--- config.mk ---
export PLATFORM = sky130hd
export DESIGN_NAME = icache_refill
export DESIGN_NICKNAME = d
export VERILOG_FILES = /design/src/rtl/icache_pkg.sv /design/src/rtl/icache_line_buf.sv /design/src/rtl/icache_refill.sv
export SDC_FILE = /design/constraint.sdc
export NUM_CORES = 1
export LEC_CHECK = 0
export CAP_MARGIN = 25
export CORE_AREA = 2 2 239 241
export DETAILED_ROUTE_END_ITERATION = 10
export DIE_AREA = 0 0 241 243
export GPL_TIMING_DRIVEN = 0
export HOLD_SLACK_MARGIN = 0.15
export PLACE_DENSITY_LB_ADDON = 0.08
export SKIP_CTS_REPAIR_TIMING = 1
export SYNTH_ARGS = -nofsm -noshare
export SYNTH_HDL_FRONTEND = slang
export SYNTH_HIERARCHICAL = 1
export SYNTH_SLANG_ARGS = --single-unit
export TNS_END_PERCENT = 30
--- constraint.sdc ---
create_clock -name clk -period 5.24 [get_ports clk]
set_input_delay 0.524 -clock clk [delete_from_list [all_inputs] [get_ports clk]]
set_output_delay 0.524 -clock clk [all_outputs]
set_load 0.1 [all_outputs]
--- src/rtl/icache_pkg.sv ---
// Shared instruction-cache definitions: line geometry, address split and refill FSM states.
package icache_pkg;

   localparam int unsigned WORDS_PER_LINE = 16;
   localparam int unsigned WORD_BITS      = 32;
   localparam int unsigned LINE_BITS      = WORDS_PER_LINE * WORD_BITS;
   localparam int unsigned ADDR_W         = 32;
   localparam int unsigned OFFSET_BITS    = 6;
   localparam int unsigned SET_BITS       = 7;
   localparam int unsigned TAG_BITS       = ADDR_W - SET_BITS - OFFSET_BITS;
   localparam int unsigned BLK_BITS       = ADDR_W - OFFSET_BITS;
   localparam int unsigned BEAT_BITS      = 4;

   typedef enum logic [1:0] {
      IDLE = 2'd0,
      REQ  = 2'd1,
      FILL = 2'd2,
      DONE = 2'd3
   } refill_state_e;

endpackage

--- src/rtl/icache_line_buf.sv ---
// Beat-assembly register: 16 x 32-bit words written one at a time, exposed as a flat line.
module icache_line_buf
   import icache_pkg::*;
(
   input  logic                  clk,
   input  logic                  rst,
   input  logic                  we,
   input  logic [BEAT_BITS-1:0]  idx,
   input  logic [WORD_BITS-1:0]  wdata,
   output logic [LINE_BITS-1:0]  line
);

   logic [WORDS_PER_LINE-1:0][WORD_BITS-1:0] words;

   // Capture one word per write; reset clears the whole line.
   always_ff @(posedge clk) begin
      if (rst) begin
         words <= '0;
      end else if (we) begin
         words[idx] <= wdata;
      end
   end

   assign line = words;

endmodule

--- src/rtl/icache_refill.sv ---
// Instruction-cache miss handler: requests a line, assembles 16 beats, pulses READY when the
// line still matches the fetch address. Optional counters behind ICACHE_REFILL_PERF_EN.
module icache_refill
   import icache_pkg::*;
(
   input  logic                  clk,
   input  logic                  rst,
   input  logic [ADDR_W-1:0]     A,
   input  logic                  cache_hit,
   output logic                  mem_req,
   output logic [ADDR_W-1:0]     mem_addr,
   input  logic                  mem_gnt,
   input  logic                  mem_rvalid,
   input  logic [WORD_BITS-1:0]  mem_rdata,
   output logic [LINE_BITS-1:0]  WM,
   output logic                  READY,
   output logic                  stall_f
`ifdef ICACHE_REFILL_PERF_EN
   ,
   output logic [31:0]           miss_count,
   output logic [31:0]           drop_count
`endif
);

   refill_state_e          state;
   logic [BLK_BITS-1:0]    blk;
   logic [BEAT_BITS-1:0]   beat;
   logic [BLK_BITS-1:0]    a_blk;
   logic                   beat_we;
   logic                   last_beat;
   logic                   unused_offset;

   assign a_blk         = A[ADDR_W-1:OFFSET_BITS];
   assign unused_offset = ^A[OFFSET_BITS-1:0];
   assign beat_we       = (state == FILL) && mem_rvalid;
   assign last_beat     = beat_we && (beat == BEAT_BITS'(WORDS_PER_LINE - 1));
   assign stall_f       = ~cache_hit;

   icache_line_buf u_line_buf (
      .clk   (clk),
      .rst   (rst),
      .we    (beat_we),
      .idx   (beat),
      .wdata (mem_rdata),
      .line  (WM)
   );

   // Refill FSM; READY is decided on the last beat so it is high for exactly the DONE cycle.
   always_ff @(posedge clk) begin
      if (rst) begin
         state    <= IDLE;
         mem_req  <= 1'b0;
         mem_addr <= '0;
         READY    <= 1'b0;
         beat     <= '0;
         blk      <= '0;
      end else begin
         READY <= 1'b0;
         case (state)
            IDLE: begin
               if (!cache_hit) begin
                  blk      <= a_blk;
                  mem_addr <= {a_blk, OFFSET_BITS'(0)};
                  mem_req  <= 1'b1;
                  state    <= REQ;
               end
            end
            REQ: begin
               if (mem_gnt) begin
                  mem_req <= 1'b0;
                  beat    <= '0;
                  state   <= FILL;
               end
            end
            FILL: begin
               if (mem_rvalid) begin
                  beat <= beat + BEAT_BITS'(1);
               end
               if (last_beat) begin
                  READY <= (a_blk == blk);
                  state <= DONE;
               end
            end
            DONE: begin
               state <= IDLE;
            end
            default: begin
               state <= IDLE;
            end
         endcase
      end
   end

`ifdef ICACHE_REFILL_PERF_EN
   // Saturating miss / dropped-line counters.
   always_ff @(posedge clk) begin
      if (rst) begin
         miss_count <= '0;
         drop_count <= '0;
      end else begin
         if ((state == IDLE) && !cache_hit && (miss_count != '1)) begin
            miss_count <= miss_count + 32'd1;
         end
         if (last_beat && (a_blk != blk) && (drop_count != '1)) begin
            drop_count <= drop_count + 32'd1;
         end
      end
   end
`endif

endmodule
==> results of run 1 <==
==> flip-flops by register name, indices dropped and copies added, names as in the netlist <==
name,count
READY,1
beat,4
blk,26
mem_req,1
state,2
u_line_buf/line,512
==> cells in the final DEF, fill, tap and decap left out, types with 3 or more instances in the layout <==
cell type and count:
a21oi_1 29, mux2i_1 513, buf_4 48, nand3_2 4, dfxtp_1 546, nor2b_1 4, inv_1 3, nand2b_1 545
ha_1 4, clkbuf_16 61, nor2_1 3, clkbuf_8 22, nand2_1 59, conb_1 6, xnor2_1 6, diode_2 6
nand4_1 4, clkinv_2 11, clkbuf_1 104, and2_1 3, buf_16 9, clkdlybuf4s50_1 602, bufinv_16 4, buf_2 49
xor2_1 22, nor4_1 4, a211oi_1 3, nand2_2 11
==> worst paths after layout <==
check / from / to / slack (ns) / cells past startpoint
setup / recovery: cache_hit / stall_f / 2.46 / 3
hold / removal: rst / beat[2] / 0.33 / 2
setup reg to reg: state[0] / u_line_buf/line[125] / 2.79 / 7
hold reg to reg: u_line_buf/line[290] / u_line_buf/line[290] / 0.47 / 2
==> routing by layer <==
layer	GRT usage, %	vias to the layer above	routed length (um)
li1	-	7810	-
met1	31.6	8071	32900
met2	46.2	414	39400
met3	8.09	88	5770
met4	7.41	0	1900
met5	0	-	0
==> through the flow <==
stage	cells	setup WS (ns)	cell area, um2	hold slack (ns)
after floorplan	1980	3.20	21500	0.458
after global placement	3338	2.47	28500	0.460
after detailed placement	3346	2.47	28700	0.465
after CTS	3456	2.47	30800	0.304
after global routing	3459	2.44	30800	0.343
final	3463	2.46	30800	0.335
==> power by group <==
group	switching (mW)	internal [mW]	total, mW	leakage [nW]
registers	0.0651	4.23	4.29	4.40
logic	0.968	0.385	1.35	8.68
clock network	1.73	2.63	4.36	1.03
total	2.76	7.24	10.0	14.1
==> cell families (layout without fill, tap and decap cells) <==
group	after synthesis	after routing	synth area share (%)
compound gates	37	37	0.954
buf+inv	198	919	4.65
flops	546	546	50.8
mux	513	513	23.9
other cells	1	12	0.0174
xor+xnor	28	28	1.14
simple gates	648	648	18.3
fa+ha+maj	4	4	0.233
==> area by class of cell <==
class	instances	area [um2]
Antenna cell	6	15.0
Buffer	194	985
Clock buffer	93	1870
Clock inverter	17	191
Fill cell	5018	25100
Inverter	4	15.0
Multi-Input combinational cell	1236	9600
Sequential cell	546	10900
Tap cell	756	946
Timing Repair Buffer	611	6270
==> key figures, run 1 <==
Outcome
  – Status: completed

Yosys
  – Seq/Total Area, Yosys: 50.8%
  – Area leader, netlist: dfxtp_1
  – Cells after synthesis: 1,975
  – Top-count cell post-synth: dfxtp_1
  – Mapped Area: 21,500 um2
  – Post-synth top area share: 50.8%
  – Yosys cell types: 37
  – Commonest cells post-synth: dfxtp_1, nand2b_1, mux2i_1
  – Yosys reg bits: 546
  – Share of synthesized registers carrying an async set or reset: 0%
  – Ranking of synthesized cells by area: dfxtp_1, mux2i_1, nand2b_1
  – Synth Flop Type: dfxtp_1
  – Post-synth EDFFs: 0
  – Avg Cell Area, Syn: between 10 and 15 um2
  – Yosys warnings: 6

Cells and area
  – Fin nets: 2,725
  – Final core utilization: a little under three fifths
  – Area grow syn2layout: 43.3%
  – Ratio of cells with drive above 1 in the final layout: under 10%

STA
  – Worst Tran Pin Value: between 1 and 1.5 ns
  – Slew margin rel.: around 26%
  – Period utilization: a little over half
  – Clk_skew: 0.0215 ns
  – Final setup viols: 0
  – Setup TNS Final: 0 ns
  – Tmin final: 2.78 ns
  – Final hold vios: 0
  – Unrepaired setup endpoints after global routing: false
  – Peak Freq: roughly 360 MHz
  – Pins Over Slew Limit: 0

Detailed routing
  – ANT nets after route: 0
  – Drt pass-1 iters: 4
  – Vias: 16,400
  – Post-DR wirelength/cell: 23.1 um
  – Detailed Route WL: 80.0 mm
  – Initial DRC Count: 725
  – DR DRC count: 0
  – Via/cell ratio: ~4.7

Run
  – Max-Cap Viols: 0

CTS
  – Worst skew pair latency: ~0.62 ns
  – Htree depth: 2
  – Clk buf depth: 3
  – Clock Sinks: ~550
  – CTS Buf Count: just under 60
  – Clock slew at reported path FFs: roughly 0.06 ns
  – Clock root cell: clkbuf_16
  – CTS tree: done

Die
  – Die W: 241 um
  – Rows: 87
  – Die ar.: 58,600 um2
  – Initial Utilization: 38.5%
  – Core area: 56,000 um2
  – Ports: 616
  – Die H: ~240 um

Critical path
  – Crit path buf inv count: 3
  – Max incr delay on CP: 1.14 ns
  – Worst path cell trace: clkdlybuf4s50_1, inv_1, clkdlybuf4s50_1
  – Cell mode on critical path: clkdlybuf4s50_1
  – CP arrival: 2.26 ns
  – CP delay by family, top: buffers and inverters
  – CP max stage cell: clkdlybuf4s50_1
  – Critical path capture point type: output port
  – Worst path required time: 4.72 ns
  – Crit-path max FO: 4
  – Crit path kind: in2out
  – Setup crit start kind: primary input

Pwr
  – Total power: 10.0 mW
  – VDD IR-drop max: 0.295 mV
  – PD cells: 325 nW/um2
  – Pleak: 14.1 nW

Placement
  – GP Congestion: 0.853
  – Port bufs: 602
  – DPL Wire Length: 60.5 mm

Global routing
  – Initial antenna violation count: 4
  – Gr usage total: a little over a quarter
  – First-pass GRT wire length: 115 mm
  – Vias in the first global route: 17,000
  – Gr ovfl total: 0
  – Pin count of the biggest net entering global routing: 15

Hold path
  – Hold crit path type: in2reg
No activity file was read; power rests on OpenSTA's default activity.
==> run 2: changes to the inputs <==
--- a/config.mk
+++ b/config.mk
@@ -6,9 +6,9 @@
 export NUM_CORES = 1
 export LEC_CHECK = 0
 export CAP_MARGIN = 25
-export CORE_AREA = 2 2 239 241
+export CORE_AREA = 2 2 242 244
 export DETAILED_ROUTE_END_ITERATION = 10
-export DIE_AREA = 0 0 241 243
+export DIE_AREA = 0 0 244 246
 export GPL_TIMING_DRIVEN = 0
 export HOLD_SLACK_MARGIN = 0.15
 export PLACE_DENSITY_LB_ADDON = 0.08
==> constraint.sdc (replaced) <==
create_clock -name clk -period 2.8 [get_ports clk]
set_input_delay 0.28 -clock clk [delete_from_list [all_inputs] [get_ports clk]]
set_output_delay 0.28 -clock clk [all_outputs]
set_load 0.1 [all_outputs]
==> key figures, run 2 (synthesis gave the netlist of run 1 again) <==
Outcome
  – Status: completed (unchanged)

CTS
  – Worst skew pair latency: 0.61 ns (was 0.62 ns)
  – CTS Buf Count: 58 (was 59)
  – Clock slew at reported path FFs: 0.06 ns (about the same)
  – Clk buf depth: 3 (unchanged)
  – CTS tree: done (unchanged)
  – Clock Sinks: 546 (unchanged)
  – Htree depth: 2 (unchanged)
  – Clock root cell: clkbuf_16 (unchanged)

Critical path
  – CP arrival: 2.20 ns (was 2.26 ns)
  – Crit path kind: reg2out (was in2out)
  – Worst path cell trace: clkdlybuf4s50_1 (was clkdlybuf4s50_1, inv_1, clkdlybuf4s50_1)
  – Worst path required time: 2.52 ns (was 4.72 ns)
  – Max incr delay on CP: 1.20 ns (was 1.14 ns)
  – CP max stage cell: clkdlybuf4s50_1 (unchanged)
  – Setup crit start kind: flop (was primary input)
  – Crit path buf inv count: 1 (was 3)
  – Crit-path max FO: 2 (was 4)
  – Critical path capture point type: output port (unchanged)
  – CP delay by family, top: buffers and inverters (unchanged)

Cells and area
  – Final cell count without fillers: 3,465 (was 3,463)
  – Area grow syn2layout: 43.4% (was 43.3%)
  – Final core utilization: 53.8% (was 55.1%)
  – Fin nets: 2,726 (was 2,725)
  – Ratio of cells with drive above 1 in the final layout: 8.23% (was 8.44%)
  – Commonest non-fill, non-tap cell in the layout: clkdlybuf4s50_1 (unchanged)
  – Commonest non-fill, non-tap cells in the layout: clkdlybuf4s50_1, dfxtp_1, nand2b_1 (unchanged)
  – Largest register FFs: 512 (unchanged)
  – Final instance area: 30,900 um2 (was 30,800 um2)

Die
  – Die W: 244 um (was 241 um)
  – Die H: 246 um (was 243 um)
  – Rows: 88 (was 87)
  – Ports: 616 (unchanged)
  – Core area: 57,400 um2 (was 56,000 um2)
  – Die ar.: 60,000 um2 (was 58,600 um2)
  – Initial Utilization: 37.5% (was 38.5%)

Pwr
  – Sw frac: 27.4% (was 27.6%)
  – Total power: 18.8 mW (was 10.0 mW)
  – PD cells: 610 nW/um2 (was 325 nW/um2)
  – Internal power: 13.7 mW (was 7.24 mW)
  – VDD IR-drop max: 0.547 mV (was 0.295 mV)
  – Combinational group share of total power: 13.5% (about the same)
  – Part of the power in registers: 42.7% (was 42.9%)
  – Part of the power in the clock network: 43.9% (was 43.5%)
  – P_sw: 5.16 mW (was 2.76 mW)
  – Pleak: 14.1 nW (unchanged)

STA
  – Final hold vios: 0 (unchanged)
  – Final setup viols: 0 (unchanged)
  – Clk_skew: 0.0115 ns (was 0.0215 ns)
  – Unrepaired setup endpoints after global routing: false (unchanged)
  – Peak Freq: 403 MHz
  – Pins Over Slew Limit: 0 (unchanged)
  – Period utilization: roughly 89%
  – Tmin final: 2.48 ns
  – Hold Slack: 0.279 ns (was 0.335 ns)
  – Slew margin rel.: 25.0% (was 25.6%)
  – Setup TNS Final: 0 ns (unchanged)
  – Worst Tran Pin Value: 1.12 ns (was 1.11 ns)
  – Final worst slack: 0.316 ns (was 2.46 ns)

Placement
  – Port bufs: 602 (unchanged)
  – Cell total after placement: 3,356 (was 3,346)
  – GP Congestion: 0.816 (was 0.853)
  – DPL Wire Length: 60.5 mm (about the same)
  – Post-Place Worst Slack: 0.388 ns (was 2.47 ns)
  – Post-DP Area: 28,800 um2 (was 28,700 um2)

Detailed routing
  – ANT nets after route: 0 (unchanged)
  – Detailed Route WL: 80.5 mm (was 80.0 mm)
  – Drt pass-1 iters: 4 (unchanged)
  – Vias: 16,300 (was 16,400)
  – Via/cell ratio: 4.71 (was 4.73)
  – DR DRC count: 0 (unchanged)
  – Post-DR wirelength/cell: 23.2 um (was 23.1 um)
  – Initial DRC Count: 603 (was 725)

Run
  – Max-Cap Viols: 0 (unchanged)

Global routing
  – Gr usage total: 26.1% (was 26.6%)
  – Vias in the first global route: 17,100 (was 17,000)
  – First-pass GRT wire length: 116 mm (was 115 mm)
  – Pin count of the biggest net entering global routing: 15 (unchanged)
  – Initial antenna violation count: 3 (was 4)
  – Gr ovfl total: 0 (unchanged)

Hold path
  – Hold crit path type: in2reg (unchanged)
run 2: cell count changes in the layout (fill, tap and decap cells not counted), moves of 2 or more:
cell / previous run / this run
clkbuf_1: 104 / 107
clkinv_4: 0 / 2
clkbuf_8: 22 / 9
diode_2: 6 / 1
bufinv_16: 4 / 9
run 2: path summary, 6_finish.rpt:
path                                           start                   end  slack (ns)  depth (start not counted)
worst max-delay path            u_line_buf/line[109]               WM[109]        0.32                          1
worst min-delay path                           A[22]               blk[16]        0.28                          3
worst min register to register  u_line_buf/line[212]  u_line_buf/line[212]        0.47                          2
worst max register to register              state[0]  u_line_buf/line[100]        0.48                          7
run 2: power by group through the flow:
stage | Combinational [mW] | Clock (mW) | Sequential, mW
2_1_floorplan | 0.868 | 0 | 9.11
3_3_place_gp | 2.52 | 0 | 8.19
3_5_place_dp | 2.54 | 0 | 8.20
4_1_cts | 2.55 | 8.45 | 8.03
5_1_grt | 2.66 | 8.76 | 8.04
6_report | 2.53 | 8.26 | 8.03
run 2: final cells by class:
class	instances	area (um2)
Antenna cell	1	2.50
Buffer	194	985
Clock buffer	83	1700
Clock inverter	23	350
Fill cell	5123	26500
Inverter	4	15.0
Multi-Input combinational cell	1236	9600
Sequential cell	546	10900
Tap cell	765	957
Timing Repair Buffer	613	6310
run 2: per-layer routing:
layer	share of wire, %	GRT usage, %	up-vias
met3	6.3	6.88	122
met1	42	31.5	7930
li1	-	-	7825
met2	48	45.2	456
met4	3.3	8.66	2
met5	0.016	0	-
run 2: worst min-delay path, delay by kind of cell:
family | cells | cell delay, ns
buffers and inverters | 1 | 0.43
AOI/OAI and AO/OA | 1 | 0.05
and+or+nand+nor | 1 | 0.07
